==> config.mk <==
export PLATFORM = sky130hd
export DESIGN_NAME = phy_tx_lanes
export DESIGN_NICKNAME = d
export VERILOG_FILES = /design/src/rtl/phy_tx_lanes.sv
export SDC_FILE = /design/constraint.sdc
export NUM_CORES = 1
export LEC_CHECK = 0
export CAP_MARGIN = 15
export CORE_ASPECT_RATIO = 1.2
export CORE_UTILIZATION = 36
export DETAILED_ROUTE_END_ITERATION = 7
export PLACE_DENSITY = 0.6
export SLEW_MARGIN = 0
export SYNTH_ARGS = -nofsm -noshare
export SYNTH_HDL_FRONTEND = slang
export SYNTH_SLANG_ARGS = --single-unit
==> constraint.sdc <==
create_clock -name clk_32f -period 3 [get_ports clk_32f]
set_input_delay 0.45 -clock clk_32f [delete_from_list [all_inputs] [get_ports clk_32f]]
set_output_delay 0.45 -clock clk_32f [all_outputs]
set_load 0.01 [all_outputs]
==> src/rtl/phy_tx_lanes.sv <==
// phy_tx_lanes: multi-lane PHY transmit serialiser.
// Captures all lanes once per frame and shifts them out MSB-first, one bit per clock.
module phy_tx_lanes #(
    parameter int LANES       = 4,
    parameter int WIDTH       = 8,
    parameter int SYNC_FRAMES = 2
) (
    input  logic                                    clk_32f,
    input  logic                                    rst,
    input  logic [LANES*WIDTH-1:0]                  in_data,
    input  logic [LANES-1:0]                        valid_in,
    input  logic [LANES-1:0]                        lane_mask,
    input  logic [WIDTH-1:0]                        IDLE,
    output logic                                    sample_stb,
    output logic                                    salida_tx,
    output logic                                    tx_active,
    output logic [((LANES>1)?$clog2(LANES):1)-1:0]  lane_idx,
    output logic                                    sync_done
);

    typedef enum logic {ST_SYNC, ST_RUN} state_t;

    localparam int LIW = (LANES > 1) ? $clog2(LANES) : 1;
    localparam int BW  = $clog2(WIDTH);
    localparam int FCW = (SYNC_FRAMES > 0) ? $clog2(SYNC_FRAMES + 1) : 1;

    localparam logic [LIW-1:0] LANE_LAST = LIW'(LANES - 1);
    localparam logic [BW-1:0]  BIT_LAST  = BW'(WIDTH - 1);
    localparam logic [FCW-1:0] FRM_LAST  =
        FCW'((SYNC_FRAMES > 0) ? SYNC_FRAMES - 1 : 0);
    localparam logic [FCW-1:0] FRM_MAX   = FCW'(SYNC_FRAMES);
    localparam state_t         ST_INIT   =
        (SYNC_FRAMES > 0) ? ST_SYNC : ST_RUN;

    state_t                   state_q, state_d;
    logic                     started_q, started_d;
    logic [BW-1:0]            bit_cnt_q, bit_cnt_d;
    logic [LIW-1:0]           lane_cnt_q, lane_cnt_d;
    logic [FCW-1:0]           frame_cnt_q, frame_cnt_d;
    logic [WIDTH-1:0]         shreg_q, shreg_d;
    logic                     tx_q, tx_d;
    logic                     act_q, act_d;
    logic [LIW-1:0]           idx_q, idx_d;
    logic                     done_q, done_d;
    logic [LANES*WIDTH-1:0]   hold_data_q, hold_data_d;
    logic [LANES-1:0]         hold_use_q, hold_use_d;
    logic [WIDTH-1:0]         hold_idle_q, hold_idle_d;

    logic                     last_slot;
    logic                     word_end;
    logic                     boundary;
    logic                     frame_end;
    logic                     load;
    logic                     ld_use;
    logic [WIDTH-1:0]         ld_word;
    logic [LIW-1:0]           nxt_lane;

    // Slot counters, sync state machine, frame capture and word load/shift
    always_comb begin
        state_d     = state_q;
        started_d   = 1'b1;
        bit_cnt_d   = bit_cnt_q;
        lane_cnt_d  = lane_cnt_q;
        frame_cnt_d = frame_cnt_q;
        shreg_d     = shreg_q;
        tx_d        = tx_q;
        act_d       = act_q;
        idx_d       = idx_q;
        done_d      = done_q;
        hold_data_d = hold_data_q;
        hold_use_d  = hold_use_q;
        hold_idle_d = hold_idle_q;
        load        = 1'b0;
        ld_use      = 1'b0;
        ld_word     = hold_idle_q;
        nxt_lane    = lane_cnt_q + 1'b1;

        word_end  = (bit_cnt_q == BIT_LAST);
        last_slot = word_end && (lane_cnt_q == LANE_LAST);
        boundary  = !started_q || last_slot;
        frame_end = started_q && last_slot;

        if (frame_end && state_q == ST_SYNC) begin
            if (frame_cnt_q != FRM_MAX) begin
                frame_cnt_d = frame_cnt_q + 1'b1;
            end
            if (frame_cnt_q == FRM_LAST) begin
                state_d = ST_RUN;
            end
        end

        sample_stb = frame_end && (state_d == ST_RUN);

        if (started_q) begin
            if (word_end) begin
                bit_cnt_d  = '0;
                lane_cnt_d = (lane_cnt_q == LANE_LAST) ? '0 : nxt_lane;
            end else begin
                bit_cnt_d = bit_cnt_q + 1'b1;
            end
        end

        if (boundary) begin
            hold_data_d = in_data;
            hold_idle_d = IDLE;
            hold_use_d  = (state_d == ST_RUN) ? (valid_in & lane_mask) : '0;
            ld_use      = hold_use_d[0];
            ld_word     = ld_use ? in_data[WIDTH-1:0] : IDLE;
            idx_d       = '0;
            done_d      = (state_d == ST_RUN);
            load        = 1'b1;
        end else if (word_end) begin
            for (int k = 0; k < LANES; k++) begin
                if (nxt_lane == LIW'(k)) begin
                    ld_use  = hold_use_q[k];
                    ld_word = hold_use_q[k] ?
                              hold_data_q[k*WIDTH +: WIDTH] : hold_idle_q;
                end
            end
            idx_d = nxt_lane;
            load  = 1'b1;
        end

        if (load) begin
            tx_d    = ld_word[WIDTH-1];
            shreg_d = {ld_word[WIDTH-2:0], 1'b0};
            act_d   = ld_use;
        end else begin
            tx_d    = shreg_q[WIDTH-1];
            shreg_d = {shreg_q[WIDTH-2:0], 1'b0};
        end
    end

    // State register with asynchronous active-low clear
    always_ff @(posedge clk_32f or negedge rst) begin
        if (!rst) begin
            state_q     <= ST_INIT;
            started_q   <= 1'b0;
            bit_cnt_q   <= '0;
            lane_cnt_q  <= '0;
            frame_cnt_q <= '0;
            shreg_q     <= '0;
            tx_q        <= 1'b0;
            act_q       <= 1'b0;
            idx_q       <= '0;
            done_q      <= 1'b0;
            hold_data_q <= '0;
            hold_use_q  <= '0;
            hold_idle_q <= '0;
        end else begin
            state_q     <= state_d;
            started_q   <= started_d;
            bit_cnt_q   <= bit_cnt_d;
            lane_cnt_q  <= lane_cnt_d;
            frame_cnt_q <= frame_cnt_d;
            shreg_q     <= shreg_d;
            tx_q        <= tx_d;
            act_q       <= act_d;
            idx_q       <= idx_d;
            done_q      <= done_d;
            hold_data_q <= hold_data_d;
            hold_use_q  <= hold_use_d;
            hold_idle_q <= hold_idle_d;
        end
    end

    assign salida_tx = tx_q;
    assign tx_active = act_q;
    assign lane_idx  = idx_q;
    assign sync_done = done_q;

endmodule

# After elaboration in Yosys (flattened, before gate mapping)
# Cells that the tools add are included.
# W data, S select, Z words.
# word_totals
register_bits	66
in_bits	50
out_inout_bits	6
wordCells	63
# classes
add_sub_neg	3
n_eq_ne	7
muxes	28
n_bitwise	2
n_reduce_logical	10
# ops
op	n
$mux W8	12
$mux W1	11
$eq A2 B2 Y1 const B	3
$mux W2	3
$add A2 B1 Y2 const B	2
$and A4 B4 Y4	1
$eq A2 B1 Y1 const B	2
$logic_and A1 B1 Y1	4
$mux W4	1
$reduce_and A2 Y1	2
$add A3 B1 Y3 const B	1
$eq A3 B3 Y1 const B	1
$mux W3	1
$logic_not A2 Y1	1
$ne A2 B2 Y1 const B	1
$reduce_bool A2 Y1	1
$logic_not A1 Y1	1
$logic_or A1 B1 Y1	1
$not A1 Y1	1

# Logic depth before layout (Yosys ltp)
# depth
ltp_word	9
ltp_mapped	8
mapped_depth_nobuf	6

# Worst setup path after synthesis
# OpenSTA, ideal clock, no wires.
# synth_path
path_kind	reg-to-output
startpoint	register bit_cnt_q[0]
endpoint	output sample_stb
arrival_ns	1.385
required_ns	2.550
path_slack_ns	1.165
stages_incl_launch_ff	6
n_path_buf	1
cell_sequence	dfrtp_1 > ha_1 > ha_1 > a41o_1 > buf_4 > nor2b_1
# synth_between
elab_chain_len	6
# synth_rtl
item	line	rtl
start, declared	37	logic [BW-1:0] bit_cnt_q, bit_cnt_d;
start signal, assigned	153	bit_cnt_q <= bit_cnt_d;
$eq A3 B3 Y1	78	word_end = (bit_cnt_q == BIT_LAST);
$logic_and A1 B1 Y1	79	last_slot = word_end && (lane_cnt_q == LANE_LAST);
$logic_and A1 B1 Y1	81	frame_end = started_q && last_slot;
$logic_and A1 B1 Y1	83	if (frame_end && state_q == ST_SYNC) begin
$mux W1	83	
via state_d	35	state_t state_q, state_d;
$logic_and A1 B1 Y1	92	sample_stb = frame_end && (state_d == ST_RUN);
end, declared	14	output logic sample_stb,
# The timed path passes the listed nets, and every way through them passes these cells.

# Worst setup path after layout
# layout_path
startpoint	register lane_cnt_q[0]
endpoint	output sample_stb
# layout_between
elab_chain_len	6
# layout_rtl
item	line	rtl
start, declared	38	logic [LIW-1:0] lane_cnt_q, lane_cnt_d;
start signal, assigned	154	lane_cnt_q <= lane_cnt_d;
$eq A2 B2 Y1 *	79	
$logic_and A1 B1 Y1 *	79	
$logic_and A1 B1 Y1 *	81	
$logic_and A1 B1 Y1	83	
$mux W1	83	
$logic_and A1 B1 Y1 *	92	
# Mark *: on every way between the ends. The rest lies on a longest branch, timed or not.

==> flow_metrics.tcl <==
set metrics [dict create \
    max_freq_mhz 385 \
    clkSinkCount 65 \
    first_pass_iters 4 \
    slew_headroom_pct 45.0 \
    fillers 967 \
    max_stage_delay_ns 0.54 \
    n_antenna_cell 0 \
    grt_use_total_pct 19.3 \
    ctsHoldBuffers 0 \
    wl_per_cell_um 16.0 \
    seq_area_frac_synth_pct 45.9 \
    num_rows 39 \
    cts_tree "built" \
    max-cap-violations 0 \
    powerDensity_nw_per_um2 694 \
    critPathSlowestCell "clkdlybuf4s50_1" \
    numPortBuffers 55 \
    layout_common_cells "nand2_1 (125), dfrtp_1 (65), clkdlybuf4s50_1 (54), mux2i_1 (26), nor2b_1 (13)" \
    synth_top_family_by_area "simple AND/OR/NAND/NOR gates" \
    startpoint_type "register" \
    yosysWarnings 0 \
    syn_nets 456 \
    fp.dieW_um 92.6 \
    postSynthCellCount 398 \
    synth_flop_cell "dfrtp_1" \
    cts_buffers 9 \
    ant_nets 0 \
    r2r_setup_slack_ns 0.83 \
    clock_latency_ns 0.33 \
    ctsResizeCount 0 \
    cts_setup_buffers 0 \
    synth-compound-area-share_pct 14.9 \
    crit_family "buffers and inverters" \
    layout.nets 501 \
    ios 56 \
    drt_wl_total_mm 9.13 \
    drcViolationCount 0 \
    ff2ff_path_depth 6 \
    grt_use_met3_pct 3.43 \
    hold_viol_final 0 \
    hpwl_mm 6.28 \
    leakage_nw 1.96 \
    finish.utilization_pct 46.5 \
    dieArea_sq_um 10200 \
    cts.reportedPaths.clkPinSlew_ns 0.05 \
    setup_viol 0 \
    cp_max_fo 14 \
    synth_area_sq_um 3540 \
    routed-via-count 2988 \
    overflow 0 \
    synth_simple_gate_area_share_pct 22.6 \
    layout_commonest_cell "nand2_1" \
    period_needed_ns 2.60 \
    use_met1_pct 25.6 \
    start_util_pct 37.0 \
    synthAdderAreaFrac_pct 2.82 \
    h-tree-depth 3 \
    muxShareOfSynthArea_pct 8.93 \
    synth_edf_count 0 \
    crit_path_end_kind "primary output" \
    cts_max_path_buffers 2 \
    worst_slew_pin_slew_ns 0.824 \
    drt-vias-per-instance 5.24 \
    synth.distinct_cells 38 \
    grt_max_degree 46 \
    r2r-end "shreg_q[6]$_DFF_PN0_" \
    ys_seq_elements 65 \
    setup_tns_ns 0 \
    layout-area-overhead-vs-synth_pct 25.5 \
    peakVddDrop_uv 261 \
    critPathBufInv 1 \
    r2r_start "lane_cnt_q[0]$_DFFE_PN0P_" \
    critPathArrivalTime_ns 2.15 \
    cp.depth 4 \
    crit_required_ns 2.55 \
    antenna_found_initial 0 \
    grt.busiest_layer "met2" \
    status "finished, final reports clean" \
    timing.final.crit_share_pct 86.6 \
    grt_first_pass_wirelength_mm 15.2 \
    dr.first_iter.drc_count 206 \
    drv_slew 0 \
    path_cells "ha_1 -> a41o_1 -> nor2b_1 -> clkdlybuf4s50_1" \
    hold_path.class "primary input to asynchronous set/reset pin" \
    fin_skew_ns 0.00670 \
    drive_gt1_share_pct 7.38 \
    rsz0062_at_grt "false" \
    path_class "register to primary output" \
    synthArstFlopShare_pct 100 \
    core-area_sq_um 9560 \
    grt_pass1_vias 2959 \
    synthXorXnorAreaFrac_pct 0.247 \
    grtUsageMet2_pct 30.1 \
    synth.avg_cell_area_sq_um 8.90 \
    clockRootBuffer "clkbuf_16" \
    gp_congestion 0.854 \
    die_h_um 111 \
]
cell type report:
cell class	count	area (sq um)	share of cell area, %
well taps	123	154	3.46
inverters	7	26.3	0.591
repair buffers	61	616	13.8
clock buffers	12	246	5.54
clock inverters	3	17.5	0.394
flip-flops and latches	65	1630	36.6
multi-input cells	299	1760	39.6
how the worst max path moves through the flow:
stage,from,end,slack [ns]
finish,lane_cnt_q[0]$_DFFE_PN0P_,sample_stb,0.40
global placement,lane_cnt_q[0]$_DFFE_PN0P_,sample_stb,0.77
CTS,lane_cnt_q[0]$_DFFE_PN0P_,sample_stb,0.39
global route,lane_cnt_q[0]$_DFFE_PN0P_,sample_stb,0.25
detailed placement,lane_cnt_q[0]$_DFFE_PN0P_,sample_stb,0.74
floorplan,bit_cnt_q[0]$_DFFE_PN0P_,sample_stb,1.17
registers in the layout (all words and copies together), names as in the netlist:
name,flops
frame_cnt_q,2
sync_done,1
salida_tx,1
bit_cnt_q,3
started_q,1
shreg_q,7
lane_cnt_q,2
state_q,1
hold_data_q,32
hold_use_q,4
hold_idle_q,8
lane_idx,2
tx_active,1
layer usage:
metal	vias up	share of wire, %	wire length, um
li1	1454	-	-
met1	1436	44	4030
met2	84	48	4410
met3	14	4.8	442
met4	0	2.7	247
met5	-	0	0
worst register-to-register path, stage by stage (launching register included):
cell and delay [ns]:
dfrtp_1 0.40, inv_1 0.09, ha_1 0.38, nor2b_1 0.65, a22oi_1 0.23, o211ai_1 0.17
o21ai_1 0.11
per-stage QoR:
stage               setup WS [ns]  power [mW]  std cells  hold WS, ns  instance area (sq um)
floorplan                    1.17        1.82        398        0.154                   3540
global placement            0.771        2.13        555        0.454                   4180
detailed placement          0.738        2.17        555        0.459                   4180
CTS                         0.387        3.10        570        0.229                   4450
global route                0.251        3.28        570        0.264                   4450
finish                      0.402        3.09        570        0.195                   4450
logic make-up after synthesis:
logic type,Yosys count
AO/OA/AOI/OAI,76
XOR/XNOR,1
adder cells (fa/ha/maj),8
buffers and inverters,34
flip-flops,65
multiplexers,31
other,1
AND/OR/NAND/NOR,182
cells in the mapped netlist, types with 2 or more instances:
cell type,instances,area [sq um]
a21bo_2,7,70.1
a21boi_1,9,67.6
a21oi_1,10,50.1
a22oi_1,8,60.1
a311oi_1,3,26.3
and2_1,10,62.6
and3_1,7,43.8
buf_1,4,15.0
buf_2,10,50.1
buf_4,2,15.0
clkbuf_1,9,33.8
dfrtp_1,65,1630
ha_1,8,100
inv_1,6,22.5
mux2_2,5,56.3
mux2i_1,26,260
nand2_1,125,469
nand2b_1,2,12.5
nand3_1,10,50.1
nor2_1,5,18.8
nor2b_1,13,81.3
nor4_1,7,43.8
o211ai_1,8,60.1
o21ai_0,8,40.0
o21ai_1,12,60.1
o32ai_1,7,61.3
power breakdown:
part	switching, mW	internal (mW)	total, mW
combinational	0.557	0.427	0.984
clock	0.359	0.573	0.933
sequential	0.129	1.04	1.17
total	1.05	2.04	3.09
No activity file was read; power rests on OpenSTA's default activity.
